==> src/rtl/greater_seq.sv <==
// rtl/greater_seq.sv - multi-cycle MSB-first magnitude comparator, CHUNK bits per clock
// Selectable relation (>, >=, ==, <) and signed/unsigned operands with start/busy/valid handshake.
module greater_seq #(
  parameter int NUM   = 8,
  parameter int CHUNK = 2
) (
  input  logic           i_clk,
  input  logic           i_rst_n,
  input  logic           i_start,
  input  logic [NUM-1:0] i_argA,
  input  logic [NUM-1:0] i_argB,
  input  logic [1:0]     i_mode,
  input  logic           i_signed,
  output logic           o_busy,
  output logic           o_valid,
  output logic           o_result,
  output logic           o_gt,
  output logic           o_eq
);
  localparam int N  = NUM / CHUNK;
  localparam int CW = (N > 1) ? $clog2(N) : 1;
  localparam logic [CW-1:0] CNT_LOAD = CW'(N - 1);

  typedef enum logic [1:0] {S_IDLE, S_BUSY, S_DONE} state_t;

  state_t           r_state;
  state_t           w_next;
  logic [NUM-1:0]   r_a;
  logic [NUM-1:0]   r_b;
  logic [CW-1:0]    r_cnt;
  logic [1:0]       r_mode;
  logic             r_decided;
  logic             r_gt_flag;
  logic             r_gt;
  logic             r_eq;
  logic             r_result;

  logic [NUM-1:0]   w_flip;
  logic [CHUNK-1:0] w_chunk_a;
  logic [CHUNK-1:0] w_chunk_b;
  logic             w_decided;
  logic             w_gt_flag;
  logic             w_fin_gt;
  logic             w_fin_eq;
  logic             w_fin_result;

  // Inverting the sign bit maps two's complement onto offset binary.
  assign w_flip = {i_signed, {(NUM-1){1'b0}}};

  always_comb begin
    w_chunk_a = r_a[NUM-1 -: CHUNK];
    w_chunk_b = r_b[NUM-1 -: CHUNK];
    w_decided = r_decided;
    w_gt_flag = r_gt_flag;
    if (!r_decided && (w_chunk_a != w_chunk_b)) begin
      w_decided = 1'b1;
      w_gt_flag = (w_chunk_a > w_chunk_b);
    end
    w_fin_eq = ~w_decided;
    w_fin_gt = w_decided & w_gt_flag;
    case (r_mode)
      2'b00:   w_fin_result = w_fin_gt;
      2'b01:   w_fin_result = w_fin_gt | w_fin_eq;
      2'b10:   w_fin_result = w_fin_eq;
      default: w_fin_result = ~(w_fin_gt | w_fin_eq);
    endcase
  end

  always_ff @(posedge i_clk or negedge i_rst_n) begin
    if (!i_rst_n) r_state <= S_IDLE;
    else          r_state <= w_next;
  end

  always_comb begin
    w_next = r_state;
    case (r_state)
      S_IDLE:  if (i_start) w_next = S_BUSY;
      S_BUSY:  if (r_cnt == '0) w_next = S_DONE;
      S_DONE:  w_next = S_IDLE;
      default: w_next = S_IDLE;
    endcase
  end

  // Results are captured on the last BUSY edge so they are visible during DONE.
  always_ff @(posedge i_clk or negedge i_rst_n) begin
    if (!i_rst_n) begin
      r_a       <= '0;
      r_b       <= '0;
      r_cnt     <= '0;
      r_mode    <= '0;
      r_decided <= 1'b0;
      r_gt_flag <= 1'b0;
      r_gt      <= 1'b0;
      r_eq      <= 1'b0;
      r_result  <= 1'b0;
    end else begin
      case (r_state)
        S_IDLE: if (i_start) begin
          r_a       <= i_argA ^ w_flip;
          r_b       <= i_argB ^ w_flip;
          r_mode    <= i_mode;
          r_cnt     <= CNT_LOAD;
          r_decided <= 1'b0;
          r_gt_flag <= 1'b0;
        end
        S_BUSY: begin
          r_a       <= r_a << CHUNK;
          r_b       <= r_b << CHUNK;
          r_decided <= w_decided;
          r_gt_flag <= w_gt_flag;
          if (r_cnt == '0) begin
            r_gt     <= w_fin_gt;
            r_eq     <= w_fin_eq;
            r_result <= w_fin_result;
          end else begin
            r_cnt <= r_cnt - 1'b1;
          end
        end
        default: ;
      endcase
    end
  end

  assign o_busy   = (r_state != S_IDLE);
  assign o_valid  = (r_state == S_DONE);
  assign o_result = r_result;
  assign o_gt     = r_gt;
  assign o_eq     = r_eq;
endmodule

==> config.mk <==
export PLATFORM = sky130hd
export DESIGN_NAME = greater_seq
export DESIGN_NICKNAME = d
export VERILOG_FILES = /design/src/rtl/greater_seq.sv
export SDC_FILE = /design/constraint.sdc
export NUM_CORES = 1
export LEC_CHECK = 0
export ABC_AREA = 1
export BUFFER_PORTS_ARGS = -buffer_cell sky130_fd_sc_hd__buf_2
export CAP_MARGIN = 40
export CORE_MARGIN = 5
export CORE_UTILIZATION = 53
export DETAILED_ROUTE_END_ITERATION = 8
export PLACE_DENSITY = 0.77
export SYNTH_ARGS = -nofsm -noshare
export SYNTH_HDL_FRONTEND = slang
export SYNTH_SLANG_ARGS = --single-unit
==> constraint.sdc <==
create_clock -name i_clk -period 1.45 [get_ports i_clk]
set_input_delay 0.2175 -clock i_clk [delete_from_list [all_inputs] [get_ports i_clk]]
set_output_delay 0.2175 -clock i_clk [all_outputs]
set_load 0.01 [all_outputs]
# ---- Word-level counts from Yosys, hierarchy flattened
# Cells that the tools add are included.
dict set report op_classes {
  addsub 1
  n_mul 0
  n_div 0
  order_cmp 1
  eq_ne 8
  shift 0
  n_mux 16
  bitwise_logic 6
  reduce_logical 12
}
# operator n
set op_table {}
lappend op_table {{one-hot mux 8 bit (2 select lines)} 2}
lappend op_table {{2-to-1 mux 8 bit} 2}
lappend op_table {{XOR 8 bit} 2}
lappend op_table {{2-to-1 mux 2 bit} 4}
lappend op_table {{one-hot mux 2 bit (2 select lines)} 2}
lappend op_table {{AND reduction 2 bit} 4}
lappend op_table {{zero test 2 bit} 3}
lappend op_table {{!= test 2 bit, second input constant} 3}
lappend op_table {{== test 2 x 1 -> 1 bit, second input constant} 2}
lappend op_table {{== test 2 bit, second input constant} 2}
lappend op_table {{one-hot mux 1 bit (2 select lines)} 2}
lappend op_table {{nonzero test 2 bit} 2}
lappend op_table {{2-to-1 mux 1 bit} 3}
lappend op_table {{one-hot mux 1 bit (3 select lines)} 1}
lappend op_table {{AND reduction 3 bit} 1}
lappend op_table {{> comparator 2 bit} 1}
lappend op_table {{!= test 2 bit} 1}
lappend op_table {{NOT 1 bit} 2}
lappend op_table {{subtractor 2 x 1 -> 2 bit, second input constant} 1}
lappend op_table {{AND 1 bit} 1}
lappend op_table {{logical AND 1 bit} 1}
lappend op_table {{zero test 1 bit} 1}
lappend op_table {{bitwise OR 1 bit} 1}
dict set report totals {
  reg_bits 27
  latch_bits 0
  mem_bits_rw 0
  rom_bits 0
  inputBits 22
  output_inout_bits 5
  elab_cells 54
  memories 0
}

# ---- Longest topological paths before layout
dict set report logic_depth {
  word_depth 7
  ltp_mapped 12
  mapped_depth_nobuf 12
}

# ---- Worst setup path after synthesis
# OpenSTA, ideal clock, no wires.
dict set report synth_timing {
  path_kind {register -> register}
  startpoint {register r_a[7]}
  endpoint {register r_result (netlist: o_result)}
  setup_ns 0.117
  arrival_ns 1.212
  required_ns 1.333
  slack_ns 0.121
  stages_incl_launch_ff 9
  n_path_buf 0
  synth_period_minus_slack_ns 1.329
  cell_sequence {dfrtp_1 > ha_1 > nand2_1 > nor2_1 > inv_1 > nand2_1 > nand3_1 > nand3_1 > nand2_1}
}
dict set report synth_via {
  elab_chain_len 7
  word_cells_on_any_way 10
  cone_classes {1 x order compare; 1 x eq/ne; 3 x mux; 4 x bitwise; 1 x reduce/logical}
}
# element line_no
set synth_rtl {}
lappend synth_rtl {{start: declaration} 28} ;# logic [NUM-1:0] r_a;
lappend synth_rtl {{start signal: assignment} 99} ;# r_a <= i_argA ^ w_flip;
lappend synth_rtl {{start signal: assignment} 107} ;# r_a <= r_a << CHUNK;
lappend synth_rtl {{!= test 2 bit} 55} ;# if (!r_decided && (w_chunk_a != w_chunk_b)) begin
lappend synth_rtl {{logical AND 1 bit} 55}
lappend synth_rtl {{2-to-1 mux 1 bit} 55}
lappend synth_rtl {{AND 1 bit or NOT 1 bit (tied branches)} {60, 59}}
lappend synth_rtl {{bitwise OR 1 bit} {63, 65}}
lappend synth_rtl {{NOT 1 bit} 65} ;# default: w_fin_result = ~(w_fin_gt | w_fin_eq);
lappend synth_rtl {{one-hot mux 1 bit (3 select lines) (*)} 61} ;# case (r_mode)
lappend synth_rtl {{end signal: assignment} 114} ;# r_result <= w_fin_result;
lappend synth_rtl {{end: declaration} 36} ;# logic r_result;
# Every way passes the cells marked *; elsewhere a longest branch is shown, timed or not.
# A chain may end at the register's enable or synchronous reset.

# ---- Worst setup path after layout
dict set report layout_timing {
  startpoint {register r_state[0]}
  endpoint {output port o_busy}
}
dict set report layout_via {
  elab_chain_len 1
}
# element line_no
set layout_rtl {}
lappend layout_rtl {{start: declaration} 26} ;# state_t r_state;
lappend layout_rtl {{start signal: assignment} 71} ;# else r_state <= w_next;
lappend layout_rtl {{nonzero test 2 bit} 124} ;# assign o_busy = (r_state != S_IDLE);
lappend layout_rtl {{end: declaration} 14} ;# output logic o_busy,
# No other way between the ends.

==> results.sh <==
export IMPL_synth_seq_cells=27
export IMPL_syn_area_per_cell_um2=9.93
export IMPL_synth_top_family_by_area="compound AO/OA/AOI/OAI gates"
export IMPL_yosys_area_share_simple=0.149
export IMPL_fmax_ghz=0.716
export IMPL_die_y_um=59.9
export IMPL_crit_arrival_ps=1180
export IMPL_vias=1047
export IMPL_relSlewSlack=0.601
export IMPL_worst_r2r_cell_count=10
export IMPL_grt_pass1_wl_um=4710
export IMPL_ir_drop_uv=1380
export IMPL_synth_area_mux_share=0.0170
export IMPL_grt_setup_unrepaired="true"
export IMPL_pin_count=27
export IMPL_p_clk_frac=0.088
export IMPL_synth_xor_xnor_area_share=0.0133
export IMPL_rows=18
export IMPL_synth_compound_area_frac=0.184
export IMPL_syn_cell_area_um2=1320
export IMPL_cpPeakStageDelay_ps=470
export IMPL_drv_slew=0
export IMPL_ys_seq_area_frac=0.511
export IMPL_cp_common_cell="buf_6"
export IMPL_gp_congestion=0.723
export IMPL_layout_drive_gt1_share=0.411
export IMPL_place_inst=190
export IMPL_powerDensity_nw_per_um2=2300
export IMPL_drt_total_wl_um=2750
export IMPL_numCtsBuffers=3
export IMPL_die_area_um2=3590
export IMPL_root_buffer="clkbuf_4"
export IMPL_die_w_um=59.9
export IMPL_leakagePower_uw=0.000797
export IMPL_layout_cells_non_filler=198
export IMPL_hold_depth=2
export IMPL_tritoncts="done"
export IMPL_critical_path_class="register to output pin"
export IMPL_cts_clk_slew_worst_paths_ps=150
export IMPL_cts_buffer_depth=2
export IMPL_grt_max_degree=28
export IMPL_cap_violations=0
export IMPL_cp_start_kind="register"
export IMPL_fin_worst_skew_ps=7.17
export IMPL_status="completed"
export IMPL_core_um2=2430
export IMPL_wl_per_cell_um=13.9
export IMPL_drtIter0Drc=57
export IMPL_synth_fp_nets=158
export IMPL_seq_power_share=0.339
export IMPL_grt_use_total=0.174
export IMPL_numPortBuffers=26
export IMPL_detailed_place_hpwl_um=2080
export IMPL_postRouteAntennaNets=0
export IMPL_crit_fanout=5
export IMPL_final_nets=194
export IMPL_crit_slowest_cell="dfrtp_2"
export IMPL_cp_cell_sequence="nor2_4 > buf_6 > inv_2 > buf_6"
export IMPL_switching_share=0.424
export IMPL_period_needed_ps=1400
export IMPL_n_antenna_cell=0
export IMPL_critPathRequiredTime_ps=1230
export IMPL_clk_latency_ps=320
export IMPL_finalCritPeriodShare=0.964
export IMPL_hold_viol_final=0
export IMPL_cts_max_level=1
export IMPL_grt_pass1_vias=1076
export IMPL_overflow=0
export IMPL_hp_class="input port to register"
export IMPL_p_comb_frac=0.572
export IMPL_initial_core_util=0.543
export IMPL_p_int_uw=2180
export IMPL_synthToLayoutAreaGrowth_pct=24.8
export IMPL_drt_first_pass_iters=4
export IMPL_worst_pin_slew_ps=599
export IMPL_yosys_warnings=0
export IMPL_end_kind="output pin"
export IMPL_switchingPower_uw=1610
export IMPL_grt_antenna_before_repair=0
export IMPL_synthAdderAreaFrac=0.0284
export IMPL_finalSetupTns_ps=0
export IMPL_vias_per_cell=5.29
export IMPL_final_util=0.678
export IMPL_synth_cells=133
export IMPL_drc=0
export IMPL_setup_viol=0
export IMPL_clkSinkCount=27
export IMPL_holdWs_ps=106
export IMPL_ys_types=25
## area by class of cell
type	instances	area (µm²)
fillers	182	783
clock buffers	3	22.5
multi-input cells	76	579
inverters	26	103
clock inverters	1	7.51
well taps	30	37.5
flip-flops and latches	27	677
repair buffers	35	223
## synthesized netlist by cell type (all sizes together)
cell	number	area, µm²
o221ai	2	17.5
a21oi	1	5.00
nand3	6	30.0
o21ai	12	63.8
nand2	23	104
o22ai	1	6.26
mux2	2	22.5
a31oi	1	6.26
buf	4	31.3
o211ai	2	15.0
a22o	1	8.76
inv	26	97.6
xnor2	2	17.5
nor3	8	40.0
nor2	4	22.5
a221oi	8	120
ha	3	37.5
dfrtp	27	676
## flip-flops by register name, indices dropped and copies added (netlist names)
name       cells
o_eq           1
r_state        2
r_gt_flag      1
r_a            8
o_gt           1
r_cnt          2
r_decided      1
r_b            8
r_mode         2
o_result       1
## cells in the final DEF (no fill, tap or decap), types with 5 or more instances in the layout
master    count
inv_1        21
nand3_1       6
o21ai_0      10
buf_2        25
buf_4         6
nor3_1        5
nand2_1      17
a221oi_2      8
dfrtp_1      26
## routing by layer
| metal | vias to the layer above | GRT usage | share of wire |
|---|---|---|---|
| met5 | - | 0 | 0 |
| met4 | 0 | 0.0728 | 0.033 |
| met3 | 10 | 0.0346 | 0.048 |
| met2 | 24 | 0.299 | 0.52 |
| met1 | 495 | 0.209 | 0.40 |
| li1 | 518 | - | - |
## power groups by stage
stage          Sequential, µW  Clock, µW  Combinational (µW)
6_report                 1290        334                2170
3_3_place_gp             1260          0                1780
4_1_cts                  1270        337                1940
5_1_grt                  1340        373                2410
2_1_floorplan            1260          0                1400
3_5_place_dp             1290          0                1880
## critical path, delay by kind of cell (launching register included)
kind                   cells  cell delay [ps]
buffers and inverters      3              250
and+or+nand+nor            1              130
DFF                        1              470
## final timing paths
kind | end | start | slack, ps
worst min-delay path | r_mode[0]$_DFFE_PN0P_ | i_mode[0] | 110
worst max register to register | o_result$_DFFE_PN0P_ | r_a[6]$_DFFE_PN0P_ | 70
worst max-delay path | o_busy | r_state[0]$_DFFE_PN0P_ | 50
min in group asynchronous | r_b[2]$_DFFE_PN0P_ | i_rst_n | 420
max in group asynchronous | r_state[0]$_DFFE_PN0P_ | i_rst_n | 610
worst min register to register | o_result$_DFFE_PN0P_ | o_result$_DFFE_PN0P_ | 510
## timing repair
| item | CTS | global route |
|---|---|---|
| buffers inserted | 2 | 1 |
| hold buffers | 1 | 0 |
| hold endpoints to repair | 27 | 0 |
| endpoints found under the setup margin | 2 | 17 |
| pin swaps | 1 | 1 |
| resized for setup | 3 | 19 |
| cloned | 0 | 0 |
## metrics by stage
stage / total power [µW] / instance area (µm²) / setup slack (ps)
floorplan: 2660 / 1320 / 121
CTS: 3550 / 1570 / 3.67
global placement: 3050 / 1510 / 44.3
finish: 3790 / 1650 / 52.7
global route: 4120 / 1650 / -48.5
detailed placement: 3160 / 1510 / -45.4
## kinds of logic after synthesis
group,count (synthesis)
multiplexers,2
buffers and inverters,30
XOR/XNOR,2
flip-flops,27
adder cells (fa/ha/maj),3
AND/OR/NAND/NOR,41
AO/OA/AOI/OAI,28
No activity file was read; power rests on OpenSTA's default activity.
